<file path="src/rtl/msrr_pkg.sv">
// msrr_pkg: shared mode and state encodings for the multi-mode shift/rotate register
package msrr_pkg;
  localparam int MODE_W = 3;
  typedef enum logic [MODE_W-1:0] {
    M_HOLD = 3'b000,
    M_SHR  = 3'b001,
    M_SHL  = 3'b010,
    M_ROR  = 3'b011,
    M_ROL  = 3'b100,
    M_ASR  = 3'b101,
    M_LOAD = 3'b110,
    M_CLR  = 3'b111
  } mode_t;
  typedef enum logic {
    S_IDLE = 1'b0,
    S_BUSY = 1'b1
  } state_t;
endpackage

</file>
<file path="src/rtl/msrr_step.sv">
// msrr_step: combinational next-value of the register for one operation
module msrr_step
  import msrr_pkg::*;
#(
  parameter int WIDTH = 8
) (
  input  logic [WIDTH-1:0] Q,
  input  logic             sIn,
  input  logic [WIDTH-1:0] pIn,
  input  logic [2:0]       mode,
  output logic [WIDTH-1:0] nextQ
);
  always_comb begin
    nextQ = (mode == M_SHR)  ? {sIn, Q[WIDTH-1:1]} :
            (mode == M_SHL)  ? {Q[WIDTH-2:0], sIn} :
            (mode == M_ROR)  ? {Q[0], Q[WIDTH-1:1]} :
            (mode == M_ROL)  ? {Q[WIDTH-2:0], Q[WIDTH-1]} :
            (mode == M_ASR)  ? {Q[WIDTH-1], Q[WIDTH-1:1]} :
            (mode == M_LOAD) ? pIn :
            (mode == M_CLR)  ? '0 : Q;
  end
endmodule

</file>
<file path="src/rtl/msrr_param.sv">
// msrr_param: shift/rotate register with single-step and counted burst operation
module msrr_param
  import msrr_pkg::*;
#(
  parameter int WIDTH = 8,
  parameter int CNT_W = $clog2(WIDTH) + 1
) (
  input  logic             clc,
  input  logic             R,
  input  logic             sIn,
  input  logic [2:0]       mode,
  input  logic             en,
  input  logic             start,
  input  logic [CNT_W-1:0] steps,
  input  logic [WIDTH-1:0] pIn,
  output logic [WIDTH-1:0] Q,
  output logic             sOutR,
  output logic             sOutL,
  output logic             busy,
  output logic             done
);
  logic [WIDTH-1:0] q_q, q_d, next_q;
  logic [CNT_W-1:0] cnt_q, cnt_d;
  logic             done_q, done_d;
  logic [2:0]       op_mode;
  state_t           state_q, state_d;
  mode_t            mode_q, mode_d;
  // a running burst uses its latched mode; the live mode input only drives single steps
  assign op_mode = (state_q == S_BUSY) ? mode_q : mode;
  msrr_step #(.WIDTH(WIDTH)) u_step (
    .Q    (q_q),
    .sIn  (sIn),
    .pIn  (pIn),
    .mode (op_mode),
    .nextQ(next_q)
  );
  always_comb begin
    q_d     = q_q;
    state_d = state_q;
    mode_d  = mode_q;
    cnt_d   = cnt_q;
    done_d  = 1'b0;
    if (state_q == S_BUSY) begin
      q_d   = next_q;
      cnt_d = cnt_q - 1'b1;
      if (cnt_q == CNT_W'(1)) begin
        state_d = S_IDLE;
        done_d  = 1'b1;
      end
    end else if (start) begin
      if (steps != '0) begin
        mode_d  = mode_t'(mode);
        cnt_d   = steps;
        state_d = S_BUSY;
      end else begin
        done_d = 1'b1;
      end
    end else if (en) begin
      q_d = next_q;
    end
  end
  always_ff @(posedge clc or posedge R) begin
    if (R) begin
      q_q     <= '0;
      state_q <= S_IDLE;
      mode_q  <= M_HOLD;
      cnt_q   <= '0;
      done_q  <= 1'b0;
    end else begin
      q_q     <= q_d;
      state_q <= state_d;
      mode_q  <= mode_d;
      cnt_q   <= cnt_d;
      done_q  <= done_d;
    end
  end
  assign Q     = q_q;
  assign sOutR = q_q[0];
  assign sOutL = q_q[WIDTH-1];
  assign busy  = (state_q == S_BUSY);
  assign done  = done_q;
endmodule

</file>
<file path="config.mk">
export PLATFORM = sky130hd
export DESIGN_NAME = msrr_param
export DESIGN_NICKNAME = d
export VERILOG_FILES = /design/src/rtl/msrr_pkg.sv /design/src/rtl/msrr_step.sv /design/src/rtl/msrr_param.sv
export SDC_FILE = /design/constraint.sdc
export NUM_CORES = 1
export LEC_CHECK = 0
export CORE_UTILIZATION = 50
export CTS_CLUSTER_SIZE = 24
export DETAILED_ROUTE_END_ITERATION = 8
export GPL_ROUTABILITY_DRIVEN = 0
export PLACE_DENSITY = 0.8
export SYNTH_ARGS = -nofsm -noshare
export SYNTH_HDL_FRONTEND = slang
export SYNTH_SLANG_ARGS = --single-unit
</file>
<file path="constraint.sdc">
create_clock -name clc -period 2.3 [get_ports clc]
set_input_delay 0.345 -clock clc [delete_from_list [all_inputs] [get_ports clc]]
set_output_delay 0.345 -clock clc [all_outputs]
set_load 0.01 [all_outputs]
</file>
==> results.cfg <==
[hold_path]
worstHoldPathType = in2async

[sta]
finalSetupViolCount = 0
worstMarginPinSlew_ns = 0.709
fin_ws_ns = 0.194
relSlewSlack_pct = 51.4
tns_ns = 0
hold_viol = 0
hold_slack_ns = 0.452
rsz0062_at_grt = no
min_period_ns = 2.11
finalCritPeriodShare_pct = 91.6
fin_skew_ns = 0.000535
maxSlewViolCount = 0
fmax_mhz = 475

[yosys]
synth_seq_area_share_pct = 26.2
synth_ff_type = dfrtp_1
synth_enable_flop_cells = 0
async_flop_share_pct = 100
synth_common_cells = 17 x dfrtp_1, 16 x nand2b_1, 16 x o21ai_0
synthesis.nets = 212
synth_area_per_cell_um2 = 8.55
synth_seq_cells = 17
yosys-top-cells-area = dfrtp_1 26%, o221ai_1 6.5%, nand2b_1 6.2%
syn_inst = 190
syn_area_um2 = 1630
synthDominantCellAreaShare_pct = 26.2
synth_cell_types = 50
yosysMostFrequentCell = dfrtp_1
synth.yosys.warnings = 0
yosys.area.top_type = dfrtp_1

[global_route]
grt_max_degree = 21
grtUsageTotal_pct = 26.4
overflow = 0
grt_pass1_wl_mm = 6.97
grt_antenna_before_repair = 0
first_global_vias = 1494

[cts]
cts_buffers = 3
clock_path_buffers = 2
post-cts-setup-buffer-count = 0
cts_tree = yes
ctsHoldBuffers = 0
clock_latency_ns = 0.29
cts_sinks = 17
cts_resized = 0
root_buffer = clkbuf_4
cts_max_level = 1
path_clk_slew_ns = 0.11

[run_status]
status = completed

[die]
num_io_pins = 32
die-width_um = 59.0
core-area_um2 = 3080
die_area_um2 = 3480
start_util_pct = 52.8
fp-row-count = 20
die_y_um = 59.0

[layout]
n_antenna_cell = 0
stdcell_area_um2 = 1980
final-seq-area_um2 = 425
syn_to_final_growth_pct = 22.0
fill_cells = 274
multi_input_area_um2 = 1070
final_util_pct = 64.4
nNetsFinal = 240
drive_gt1_share_pct = 12.0

[worst_setup_path]
crit_type = reg2out
startpoint_type = register
rrSetupSlack_ns = 0.34
end_kind = primary output
cp.required_ns = 1.96
cp.arrival_ns = 1.76
crit_fanout = 14

[route]
dr.pass1.iters = 5
vias = 1614
avgViaCountPerCell = 6.18
wl_per_cell_um = 16.8
drcViolationCount = 0
drtIter0Drc = 157
finalWirelength_mm = 4.39
antenna_left = 0

[run]
max_cap_violations = 0

[placed_design]
pre_cts_ws_ns = 0.112
io_buffers = 31
dpl_cell_area_um2 = 1960
post-dp-hpwl_mm = 3.34

[power_and_ir_drop]
ir_drop_uv = 683
power_leakage_uw = 0.000779
cellPowerDensity_nw_per_um2 = 1370
-- power by group --
part | internal [uW] | switching, uW | total [uW]
combinational | 919 | 911 | 1830
clock | 64.6 | 100 | 165
sequential | 445 | 275 | 720
total | 1430 | 1290 | 2710
-- state kept, by name, indices dropped and copies added, names as in the netlist --
name / flops
done: 1
cnt_q: 4
Q: 8
mode_q: 3
busy: 1
-- cells in the final DEF (no fill, tap or decap), types with 2 or more instances in the layout --
master	instances
inv_1	11
a31oi_1	6
mux2_2	4
mux2i_1	5
nor2_1	4
a221oi_1	4
nor3_1	2
ha_1	2
nor2b_1	7
buf_4	7
o221ai_1	12
xnor2_2	2
xor2_1	2
nand2b_1	16
a21oi_1	6
clkdlybuf4s50_1	31
o22ai_1	6
o21ai_0	16
clkbuf_4	3
a21o_1	7
o32a_1	2
nand2_1	15
xnor2_1	2
and3b_1	2
dfrtp_1	17
o21bai_1	2
-- worst paths after layout --
kind,startpoint,endpoint,cells after the start
max reg2reg,busy,Q[0],5
min reg2reg,cnt_q[0],cnt_q[0],1
min in group clc,cnt_q[0],cnt_q[0],1
max in group asynchronous,R,Q[6],2
min,R,cnt_q[0],2
max,busy,busy,2
-- cell type report --
type                       count  share of cell area (%)
multi-input combinational    146                    53.8
sequential                    17                    21.5
timing repair buffer          38                    18.3
tap                           44                    2.78
inverter                      12                    2.27
clock buffer                   3                    1.14
clock inverter                 1                   0.252
-- per-layer routing --
metal / part of all wire (%) / global-route usage [%] / routed length [um] / vias to the layer above
li1: - / - / - / 768
met1: 43 / 36.5 / 1900 / 766
met2: 49 / 42.4 / 2140 / 69
met3: 6.1 / 3.71 / 269 / 11
met4: 1.9 / 9.18 / 83 / 0
met5: 0 / 0 / 0 / -
-- metrics by stage --
stage,power [uW],cells
finish,2710,261
global route,2930,261
CTS,2710,261
detailed placement,2540,257
global placement,2450,257
floorplan,2030,190
-- worst max-delay path, cell delays in order, from the launching register on --
cell	delay, ns
dfrtp_1	0.66
buf_4	0.26
clkdlybuf4s50_1	0.55
-- kinds of logic (layout without fill, tap and decap cells) --
family	count (synthesis)	in the layout	synth area share [%]
simple gates	56	56	20.7
compound gates	73	73	33.4
buf+inv	27	54	8.16
fa+ha+maj	2	2	1.54
mux	9	9	5.85
flops	17	17	26.2
xor+xnor	6	6	4.16
(Power assumes the default switching activity.)
